**config.mk**
```make
export PLATFORM = sky130hd
export DESIGN_NAME = io_led_switch_ctrl_flat
export DESIGN_NICKNAME = d
export VERILOG_FILES = /design/src/rtl/io_led_switch_ctrl_pkg.sv /design/src/rtl/io_led_switch_ctrl_if.sv /design/src/rtl/io_led_switch_ctrl_sw_debounce.sv /design/src/rtl/io_led_switch_ctrl.sv /design/src/flat_wrapper.sv
export SDC_FILE = /design/constraint.sdc
export NUM_CORES = 1
export LEC_CHECK = 0
export ABC_AREA = 1
export CAP_MARGIN = 20
export CORE_MARGIN = 3
export CORE_UTILIZATION = 43
export DETAILED_ROUTE_END_ITERATION = 16
export PLACE_DENSITY = 0.69
export SLEW_MARGIN = 25
export SYNTH_ARGS = -nofsm -noshare
export SYNTH_HDL_FRONTEND = slang
export SYNTH_HIERARCHICAL = 1
export SYNTH_SLANG_ARGS = --single-unit
```
**constraint.sdc**
```tcl
create_clock -name clock -period 2.41 [get_ports clock]
set_input_delay 0.6025 -clock clock [delete_from_list [all_inputs] [get_ports clock]]
set_output_delay 0.6025 -clock clock [all_outputs]
set_load 0.1 [all_outputs]
```
**src/rtl/io_led_switch_ctrl_pkg.sv**
```systemverilog
// Shared address map, widths and read-decode helper for the LED/switch I/O peripheral.
// Latency: n/a (constants and pure functions only); backpressure: n/a.
package io_led_switch_ctrl_pkg;

  localparam int IO_W = 24;

  localparam logic [7:0] LED_BASE   = 8'h60;
  localparam logic [7:0] LED_HI     = LED_BASE + 8'h02;
  localparam logic [7:0] SW_BASE    = 8'h70;
  localparam logic [7:0] SW_HI      = SW_BASE + 8'h02;
  localparam logic [7:0] STATUS_OFF = 8'h04;
  localparam logic [7:0] SW_STATUS  = SW_BASE + STATUS_OFF;

  typedef enum logic [1:0] {
    RD_NONE,
    RD_SW_LO,
    RD_SW_HI,
    RD_STATUS
  } rd_sel_e;

  function automatic rd_sel_e decode_read(input logic cs, input logic [7:0] offset);
    rd_sel_e sel;
    sel = RD_NONE;
    if (cs) begin
      case (offset)
        SW_BASE:   sel = RD_SW_LO;
        SW_HI:     sel = RD_SW_HI;
        SW_STATUS: sel = RD_STATUS;
        default:   sel = RD_NONE;
      endcase
    end
    return sel;
  endfunction

endpackage

```
**src/rtl/io_led_switch_ctrl_if.sv**
```systemverilog
// CPU-side I/O bus between the memory/IO mux stage and the LED/switch peripheral.
// Latency: read data is combinational; backpressure: none, every access completes in one cycle.
interface io_led_switch_ctrl_if;
  logic [31:0] address;
  logic [31:0] write_data;
  logic        led_cs;
  logic        switch_cs;
  logic [15:0] ioread_data;

  modport master (
    output address, write_data, led_cs, switch_cs,
    input  ioread_data
  );

  modport slave (
    input  address, write_data, led_cs, switch_cs,
    output ioread_data
  );
endinterface

```
**src/rtl/io_led_switch_ctrl_sw_debounce.sv**
```systemverilog
// Switch synchroniser + whole-vector debouncer with sticky change flag.
// Latency: 2 sync + 1 candidate load + DEBOUNCE_CYCLES edges; backpressure: none.
module io_led_switch_ctrl_sw_debounce
  import io_led_switch_ctrl_pkg::*;
#(
  parameter int DEBOUNCE_CYCLES = 20000,
  parameter int CNT_W           = 15
) (
  input  logic            clock,
  input  logic            reset,
  input  logic [IO_W-1:0] switch_in,
  input  logic            clear,
  output logic [IO_W-1:0] stable,
  output logic            changed
);

  localparam logic [CNT_W-1:0] CNT_MAX = CNT_W'(DEBOUNCE_CYCLES - 1);

  logic [IO_W-1:0]  sync1;
  logic [IO_W-1:0]  sync2;
  logic [IO_W-1:0]  candidate;
  logic [CNT_W-1:0] counter;
  logic             commit;

  assign commit = (sync2 == candidate) && (counter == CNT_MAX) && (candidate != stable);

  always_ff @(posedge clock or negedge reset) begin
    if (!reset) begin
      sync1     <= '0;
      sync2     <= '0;
      candidate <= '0;
      counter   <= '0;
      stable    <= '0;
    end else begin
      sync1 <= switch_in;
      sync2 <= sync1;
      if (sync2 != candidate) begin
        candidate <= sync2;
        counter   <= '0;
      end else if (commit) begin
        stable <= candidate;
      end else if (counter < CNT_MAX) begin
        counter <= counter + CNT_W'(1);
      end
    end
  end

  // A commit on the same edge as a status read must not be lost, so set wins.
  always_ff @(posedge clock or negedge reset) begin
    if (!reset) begin
      changed <= 1'b0;
    end else if (commit) begin
      changed <= 1'b1;
    end else if (clear) begin
      changed <= 1'b0;
    end
  end

endmodule

```
**src/rtl/io_led_switch_ctrl.sv**
```systemverilog
// Memory-mapped LED/switch peripheral: registered LED outputs, debounced switch readback.
// Latency: LED write visible 1 cycle after the edge, reads combinational; backpressure: none.
module io_led_switch_ctrl
  import io_led_switch_ctrl_pkg::*;
#(
  parameter int DEBOUNCE_CYCLES = 20000,
  parameter int CNT_W           = 15
) (
  input  logic             clock,
  input  logic             reset,
  io_led_switch_ctrl_if.slave bus,
  input  logic [IO_W-1:0]  switch_in,
  output logic [IO_W-1:0]  led_out
);

  logic [7:0]      offset;
  logic [IO_W-1:0] stable;
  logic            changed;
  logic            status_clr;
  rd_sel_e         rd_sel;
  logic            unused_bus_bits;

  assign offset          = bus.address[7:0];
  assign unused_bus_bits = ^{bus.address[31:8], bus.write_data[31:16]};
  assign status_clr      = bus.switch_cs && (offset == SW_STATUS);
  assign rd_sel          = decode_read(bus.switch_cs, offset);

  io_led_switch_ctrl_sw_debounce #(
    .DEBOUNCE_CYCLES (DEBOUNCE_CYCLES),
    .CNT_W           (CNT_W)
  ) u_sw_debounce (
    .clock     (clock),
    .reset     (reset),
    .switch_in (switch_in),
    .clear     (status_clr),
    .stable    (stable),
    .changed   (changed)
  );

  always_ff @(posedge clock or negedge reset) begin
    if (!reset) begin
      led_out <= '0;
    end else if (bus.led_cs) begin
      if (offset == LED_BASE) begin
        led_out[15:0] <= bus.write_data[15:0];
      end else if (offset == LED_HI) begin
        led_out[23:16] <= bus.write_data[7:0];
      end
    end
  end

  always_comb begin
    bus.ioread_data = 16'h0000;
    case (rd_sel)
      RD_SW_LO:  bus.ioread_data = stable[15:0];
      RD_SW_HI:  bus.ioread_data = {8'h00, stable[23:16]};
      RD_STATUS: bus.ioread_data = {15'b0, changed};
      default:   bus.ioread_data = 16'h0000;
    endcase
  end

endmodule
```
**src/flat_wrapper.sv**
```systemverilog
// flat-port wrapper written by rule: the top's interface ports become plain ports
module io_led_switch_ctrl_flat import io_led_switch_ctrl_pkg::*;
#(
  parameter int DEBOUNCE_CYCLES = 20000,
  parameter int CNT_W           = 15
)
  (clock, reset, switch_in, led_out, bus_address, bus_write_data, bus_led_cs, bus_switch_cs, bus_ioread_data);
  io_led_switch_ctrl_if bus_i ();
  input  logic clock;
  input  logic reset;
  input  logic [IO_W-1:0] switch_in;
  output logic [IO_W-1:0] led_out;
  input wire logic [$bits(bus_i.address)-1:0] bus_address;
  input wire logic [$bits(bus_i.write_data)-1:0] bus_write_data;
  input wire logic [$bits(bus_i.led_cs)-1:0] bus_led_cs;
  input wire logic [$bits(bus_i.switch_cs)-1:0] bus_switch_cs;
  output wire logic [$bits(bus_i.ioread_data)-1:0] bus_ioread_data;
  assign bus_i.address = bus_address;
  assign bus_i.write_data = bus_write_data;
  assign bus_i.led_cs = bus_led_cs;
  assign bus_i.switch_cs = bus_switch_cs;
  assign bus_ioread_data = bus_i.ioread_data;
  io_led_switch_ctrl #(.DEBOUNCE_CYCLES(DEBOUNCE_CYCLES), .CNT_W(CNT_W)) u_core (.clock(clock), .reset(reset), .bus(bus_i), .switch_in(switch_in), .led_out(led_out));
endmodule
```
==> qor.txt <==
Worst path required time - 1.81 ns
Slew Viols, Final - 0
Die Width - 125.9 um
Number of global-route vias before repair - 4846
P_leak - 4.163 nW
Via density - 4.655
Yosys top cell area share - 0.5506
Setup TNS - 0 ns
GRT Resource Usage Total - 0.1792
CP cell instances - buf_2, inv_2, nor2_1, nand2_2, buf_4, nand4_1, a21oi_4, buf_12
Share of layout cells above drive strength 1 - 0.2143
Worst slack at placement - -0.3249 ns
Ports - 132
Number of vias in the routed layout - 4944
Nets - 965
Fin util - 0.5928
Worst slew pin tran - 0.4798 ns
Final Hold Fails - 0
Psw - 1.330 mW
Per-cell routed wire length - 12.52 um
Drt drc - 0
Max Freq - 0.4233 GHz
Final Cycle Share - 0.9803
Synth Cell Area - 6181 um2
Hold buffers post-CTS - 0
Routability cong. - 0.8533
Run status - complete, no violations
Sw frac - 0.2512
Critical path buffers and inverters - 4
Port bufs - 91
CORE AREA - 13990 um2
Tmin final - 2.362 ns
Clock share of power - 0.450
Starting Density - 0.4419
P per Cell Area - 638.8 nW/um2
Design Area, Final - 8292 um2
Die area - 15850 um2
Power share of the combinational group - 0.093
Worst-path clk slew - 0.06 ns
Initial DRT Pass Iterations - 4
Setup ws final - 0.04758 ns
Layout Area Growth over Synthesis - 34.15%
Sink Count - 136
Syn_area_per_cell - 8.187 um2
Post-Syn Instances - 755
Sequential element share of the synthesized area - 0.5506
Slowest CP cell - a21oi_4
Max-slew headroom - 0.6802
Sequential power share - 0.457
Starting DRT DRC Count - 298
CP Launch Type - input port
Largest area contributor in the netlist - dfrtp_1
Detailed Route WL - 13300 um
CTS Buffer Depth - 2
Worst Path Max Fanout - 8
DP HPWL - 9361 um
Initial antenna violation count - 0
Endpoints failing setup - 0
Clk Latency, worst-skew pair - 0.42 ns
Max Clock Skew - 0.007269 ns
Layout Cells excl Fill - 1062
N_diodes - 0
Max stage delay on crit path - 0.24 ns
Antenna viol nets, final - 0
Max_cap viols - 0
Hold/Removal Path Class - in -> async
P_int - 3.966 mW
Largest net degree at the start of global routing - 54
Most frequent cells in the layout - 255 x nand2_1, 136 x dfrtp_1, 91 x inv_1
WP data arrival - 1.76 ns
Global-route wire length before repair - 22710 um
Synth cell types - 33
Grt total ovfl - 0
Vert. Die Dim - 125.9 um
Synth warnings - 6
Synth area leaders - dfrtp_1 55%, nand2_1 16%, inv_1 5.6%, nand3_1 3.7%, nor2_1 3.2%
Placed Area - 7612 um2
H-tree levels - 4
Critical path class - in -> out
Cts bufs inserted - 17
Row cnt - 43
Most common cell after layout, fill and taps aside - nand2_1
FF+latch count, synth - 136
CTS tree - done
Family with the most delay on the worst path - buffers and inverters
Root Buffer - clkbuf_16
Worst Setup End Kind - primary output
Syn nets - 848
Worst VDD drop - 0.5067 mV
Cells after DPL - 1019
[metal layers]
metal | wire [um] | GRT usage
met5 | 0 | 0
met2 | 6637 | 0.3017
met3 | 500 | 0.05216
met1 | 5928 | 0.2215
met4 | 232 | 0.06183
[synth_stat cells, drive strengths merged]
library cell  instances
dfrtp               136
nor4                  1
inv                 107
nor3                  7
nand2               269
o21ai                50
or2                   2
nand3b                1
nor2                 59
clkbuf               27
xor2                 10
ha                    1
xnor2                 5
a21oi                 3
clkinv                3
nand3                48
buf                  10
nand4                16
[final timing paths]
kind | start | endpoint | slack (ns) | depth (start not counted)
min in group clock | u_core/u_sw_debounce/sync1[23]$_DFF_PN0_ | u_core/u_sw_debounce/sync2[23]$_DFF_PN0_ | 0.34 | 0
max | bus_switch_cs | bus_ioread_data[2] | 0.05 | 8
min reg2reg | u_core/u_sw_debounce/sync1[23]$_DFF_PN0_ | u_core/u_sw_debounce/sync2[23]$_DFF_PN0_ | 0.34 | 0
min | reset | u_core/led_out[9]$_DFFE_PN0P_ | 0.11 | 1
max in group asynchronous | reset | u_core/u_sw_debounce/counter[10]$_DFFE_PN0P_ | 1.61 | 2
max reg2reg | u_core/u_sw_debounce/counter[0]$_DFFE_PN0P_ | u_core/u_sw_debounce/stable[13]$_DFFE_PN0P_ | 0.26 | 9
[registers in the layout, indices dropped and copies added (netlist names)]
| name | count |
|---|---|
| u_core/led_out | 24 |
| u_core/u_sw_debounce/candidate | 24 |
| u_core/u_sw_debounce/changed | 1 |
| u_core/u_sw_debounce/counter | 15 |
| u_core/u_sw_debounce/stable | 24 |
| u_core/u_sw_debounce/sync1 | 24 |
| u_core/u_sw_debounce/sync2 | 24 |
[stage by stage]
step / power (mW) / hold slack [ns]
4_1_cts: 5.360 / 0.1240
3_5_place_dp: 2.948 / 0.3347
3_3_place_gp: 2.939 / 0.3312
6_report: 5.297 / 0.1100
2_1_floorplan: 2.733 / 0.3069
5_1_grt: 5.541 / 0.1307
[power groups by stage]
stage / Combinational (mW) / Sequential (mW) / Clock [mW]
after floorplan: 0.143 / 2.59 / 0
after global placement: 0.482 / 2.46 / 0
after detailed placement: 0.488 / 2.46 / 0
after CTS: 0.497 / 2.42 / 2.44
after global routing: 0.538 / 2.43 / 2.57
final: 0.494 / 2.42 / 2.38
[worst reg2reg max path: stages, from the launching register on]
cell and delay, ns:
dfrtp_1 0.39, ha_1 0.19, nand2_1 0.10, nor2_1 0.19
inv_1 0.11, nor3_2 0.29, nand3_4 0.26, buf_4 0.33
nand2_1 0.11, o21ai_1 0.06
[logic make-up (layout without fill, tap and decap cells)]
logic type	Yosys count	in the layout	share of synthesized area
AND/OR/NAND/NOR	403	403	0.2858
buffers and inverters	147	274	0.09554
flip-flops	136	136	0.5506
AO/OA/AOI/OAI	53	53	0.04474
XOR/XNOR	15	15	0.02125
adder cells (fa/ha/maj)	1	1	0.002024
[layout make-up]
class	count	area [um2]
Clock buffer	18	439.2
Clock inverter	11	105.1
Timing Repair Buffer	135	1349
Tap cell	180	225.2
Multi-Input combinational cell	472	2352
Sequential cell	136	3403
Inverter	110	417.9
Fill cell	1192	5697
[repair_timing]
action / 4_1_cts / 5_1_grt
pin swaps: 11 / 17
setup buffers: 13 / 2
resized for setup: 38 / 15
setup endpoints to repair: 16 / 17
Note: power is estimated with default switching activity, not from simulation.
==> edit 1, RTL diff (config.mk and constraints unchanged) <==
Reset style: synchronous (`reset`), changed in 3 clocked blocks.
--- a/src/rtl/io_led_switch_ctrl_sw_debounce.sv
+++ b/src/rtl/io_led_switch_ctrl_sw_debounce.sv
@@ -26,3 +26,3 @@
 
-  always_ff @(posedge clock or negedge reset) begin
+  always_ff @(posedge clock) begin
     if (!reset) begin
@@ -48,3 +48,3 @@
   // A commit on the same edge as a status read must not be lost, so set wins.
-  always_ff @(posedge clock or negedge reset) begin
+  always_ff @(posedge clock) begin
     if (!reset) begin
--- a/src/rtl/io_led_switch_ctrl.sv
+++ b/src/rtl/io_led_switch_ctrl.sv
@@ -39,3 +39,3 @@
 
-  always_ff @(posedge clock or negedge reset) begin
+  always_ff @(posedge clock) begin
     if (!reset) begin
Behaviour: differs if reset is asserted again (counterexample within 4 cycles, from zero or initial values and one cycle with reset low); with reset held inactive, the same outputs for 10 cycles.
==> edit 1 against the unedited design <==
- cell count grew 12%
- total power decreased by 3.5%
- register-to-register slack gained 0.14 ns
- global-route usage decreased by 1.2 points
- clock power up 3%
- worst setup slack better by 0.047 ns
- synthesized area is 2.3% lower
- routed wire length is 5.8% lower
- sequential cell count stayed put
- final area decreased by 4.1%
- largest power group is now clock
- highest routed layer unchanged
==> edit 1: results (changes against the unedited design) <==
- The buffering overhead is 15.1% (-1.2 points).
- CP max-delay cell: sky130_fd_sc_hd__clkdlybuf4s15_1
* Non-clock buffer count: 114 (-16%)
* Vias in the first global route: 4743 (-2.1%)
* Main synth FF type: sky130_fd_sc_hd__dfxtp_1
- The relative area of clock buffers and inverters in the final design was 7.11% (+0.55 points).
- Reg2reg setup slack: 0.40 ns (+0.14 ns)
- Inverters, non-clock: 178 (+62%)
- Number of sequential cells in the layout: 136 (unchanged)
* Synthesized-area fraction occupied by ao, oa, aoi and oai cells: 5.89% (+1.4 points)
- The static leakage is 3.94 nW (-5.4%).
- The slew of the pin with the lowest slew margin came to 0.476 ns (-0.00367 ns).
- Outcome: finished, final reports clean
- XOR/XNOR Fraction of Synth Area: 2.18% (+0.051 points)
- The DRC violation total after the first TritonRoute iteration came to 283 (-5.0%).
- The number of nets in the final layout came to 1092 (+13%).
- The sequential share of the synthesized area was 45.1% (-10 points).
* Pin count of the biggest net entering global routing: 121 (+120%)
- Shortest clock period the worst path allows after layout: 2.31 ns (-0.0475 ns)
- The net count of the mapped netlist came to 987 (+16%).
- In the synthesized netlist, the cells that appear most often are 241 x sky130_fd_sc_hd__nand2_1, 171 x sky130_fd_sc_hd__inv_1, 136 x sky130_fd_sc_hd__dfxtp_1.
- Gate count of the mapped netlist: 894 (+18%)
- Synthesized-area fraction occupied by adder cells: 0.207% (+0.0048 points)
- CLK BUF: 21 (+3)
- The register fraction of the total cell area is 34.2% (-6.8 points).
edit 1: cell types whose count changed after synthesis, sizes merged, moves of 3 or more:
cell / change
a21oi: +37
buf: +5
clkbuf: -13
clkinv: -3
dfrtp: -136
dfxtp: +136
inv: +71
nand2: -21
nand3: +5
nand4: -7
nor2: +86
nor3: -3
o21ai: -19
edit 1: power groups by stage:
stage / registers, mW / logic [mW] / clock network (mW)
finish: 2.33 / 0.324 / 2.46
global route: 2.33 / 0.370 / 2.63
CTS: 2.33 / 0.328 / 2.53
detailed placement: 2.38 / 0.319 / 0
global placement: 2.37 / 0.315 / 0
floorplan: 2.38 / 0.180 / 0
edit 1: timing repair:
action / 4_1_cts / 5_1_grt
setup buffers: 3 / 1
setup endpoints to repair: 16 / 16
gates cloned: 1 / 0
pin swaps: 9 / 6
hold buffers: 0 / 0
resized for setup: 34 / 10
==> edit 2, RTL diff (same settings) <==
Made on the original files. `CNT_W` is set to 15 in 3 places; all go to 17.
--- a/src/rtl/io_led_switch_ctrl_sw_debounce.sv
+++ b/src/rtl/io_led_switch_ctrl_sw_debounce.sv
@@ -6,3 +6,3 @@
   parameter int DEBOUNCE_CYCLES = 20000,
-  parameter int CNT_W           = 15
+  parameter int CNT_W           = 17
 ) (
--- a/src/rtl/io_led_switch_ctrl.sv
+++ b/src/rtl/io_led_switch_ctrl.sv
@@ -6,3 +6,3 @@
   parameter int DEBOUNCE_CYCLES = 20000,
-  parameter int CNT_W           = 15
+  parameter int CNT_W           = 17
 ) (
--- a/src/flat_wrapper.sv
+++ b/src/flat_wrapper.sv
@@ -4,3 +4,3 @@
   parameter int DEBOUNCE_CYCLES = 20000,
-  parameter int CNT_W           = 15
+  parameter int CNT_W           = 17
 )
Formal check against the unedited RTL: no difference found for any inputs over 10 cycles, from zero or initial values and one cycle with reset low; that may be too few to reach the edited logic, so the function may still have changed.
==> edit 2 against the unedited design <==
- first-iteration DRC count increased by 29%
- total power increased by 6.6%
- worst setup slack got worse by 0.030 ns
- clock skew increased by 0.00089 ns
- synthesized area increased by 2.9%
- critical path depth increased by 2
- sequential share of layout area decreased by 0.82 points
- routed wire length increased by 5.8%
- final area increased by 3.5%
- sequential cell count increased by 2
- register-to-register slack improved by 0.22 ns
==> edit 2: results (changes against the unedited design) <==
- Final design utilization: 60.7% (+1.4 points)
- Static leakage power: 4.37 nW (+5.0%)
* Arrival time at the worst endpoint: 1.79 ns (+0.03 ns)
- Inverters, non-clock: 123 (+12%)
* Met1 layer usage reported by global route: 24.0% (+1.8 points)
* Share of cells above drive strength 1: 20.9% (-0.57 points)
* Worst setup skew after layout: 0.00816 ns (+0.000893 ns)
- Area of placed instances: 0.00776 mm^2 (+2.0%)
- Post-CTS Resized: 18 (-53%)
- Clock Sinks: 138 (+1.5%)
* Total of fill cells in the finished design: 1172 (-1.7%)
- DP Worst Slack: -0.303 ns (+0.0215 ns)
* Worst-case vdd ir drop: 0.538 mV (+6.2%)
- Hold Worst Slack: 0.125 ns (+0.0154 ns)
- The switching component of the power is 1.40 mW (+5.1%).
- Reg2reg setup slack: 0.48 ns (+0.22 ns)
- The relative area of clock buffers and inverters in the final design came to 7.11% (+0.55 points).
- The number of different library cells in the post-synthesis netlist came to 32 (-3.0%).
- Leading cell types by total area after synthesis: sky130_fd_sc_hd__dfrtp_1 54%, sky130_fd_sc_hd__nand2_1 17%, sky130_fd_sc_hd__inv_1 6.3%, sky130_fd_sc_hd__nor2_1 3.7%, sky130_fd_sc_hd__nand3_1 3.5%
- The detailed-router iteration count before antenna repair is 5 (+1).
* Met3 routed WL: 784 um (+57%)
- Gate count of the mapped netlist: 793 (+5.0%)
* Most numerous cell types in the synthesized netlist: 280 x sky130_fd_sc_hd__nand2_1, 138 x sky130_fd_sc_hd__dfrtp_1, 107 x sky130_fd_sc_hd__inv_1
- XOR/XNOR Fraction of Synth Area: 2.48% (+0.35 points)
- The combined area of the multi-input logic cells is 0.00242 mm^2 (+2.9%).
- The flip-flop and latch area was 0.00345 mm^2 (+1.5%).
- Non-clock buffers, area share: 16.4% (+0.12 points)
- Global routing met2 resource utilization: 28.5% (-1.7 points)
- The clock group share of total power was 47.2% (+2.2 points).
* Critical path peak fanout: 4 (-4)
- Synthesized-area fraction occupied by ao, oa, aoi and oai cells: 4.21% (-0.26 points)
* Multi-input gates: 496 (+5.1%)
- Global-route wire length before repair: 23000 um (+1.4%)
* Outcome: finished, final reports clean
- The fraction of met3 tracks used by global routing came to 4.56% (-0.66 points).
* GRT Overall Usage: 17.9% (about the same)
- Non-clock buffer count: 141 (+4.4%)
- Number of DRC markers after the initial detailed-route iteration: 383 (+29%)
- The number of global-route vias before repair is 4814 (-0.66%).
- Post-layout net count: 1010 (+4.7%)
* Detail-routed via count per cell: 4.65 (about the same)
- The area of the placeable core is 0.0141 mm^2 (+1.2%).
- Dpl cells: 1053 (+3.3%)
- Total design power: 5.65 mW (+6.6%)
* Post-CTS setup-driven buffer insertion count: 21 (+8)
- GPL Wtd Cong: 0.851 (-0.26%)
- Synthesized-area fraction occupied by adder cells: 0.197% (-0.0057 points)
- The maximum number of pins on one net before global-route repair is 51 (-5.6%).
[edit 2: cell types whose count changed after synthesis, moves of 3 or more]
cell,before,now
sky130_fd_sc_hd__buf_2,7,3
sky130_fd_sc_hd__nor2_1,53,63
sky130_fd_sc_hd__o21ai_0,18,28
sky130_fd_sc_hd__inv_1,93,107
sky130_fd_sc_hd__nand2_1,262,280
sky130_fd_sc_hd__nand4_1,15,11
sky130_fd_sc_hd__o21ai_1,32,19
sky130_fd_sc_hd__clkbuf_1,25,28
[edit 2: final timing paths]
path	from	to	depth (start not counted)
worst max-delay path	bus_address[7]	bus_ioread_data[0]	10
worst min-delay path	reset	u_core/u_sw_debounce/sync2[5]	1
worst max register to register	u_core/u_sw_debounce/candidate[12]	u_core/u_sw_debounce/counter[6]	10
worst min register to register	u_core/u_sw_debounce/sync1[13]	u_core/u_sw_debounce/sync2[13]	0
max in group asynchronous	reset	u_core/u_sw_debounce/sync2[9]	2
min in group clock	u_core/u_sw_debounce/sync1[13]	u_core/u_sw_debounce/sync2[13]	0
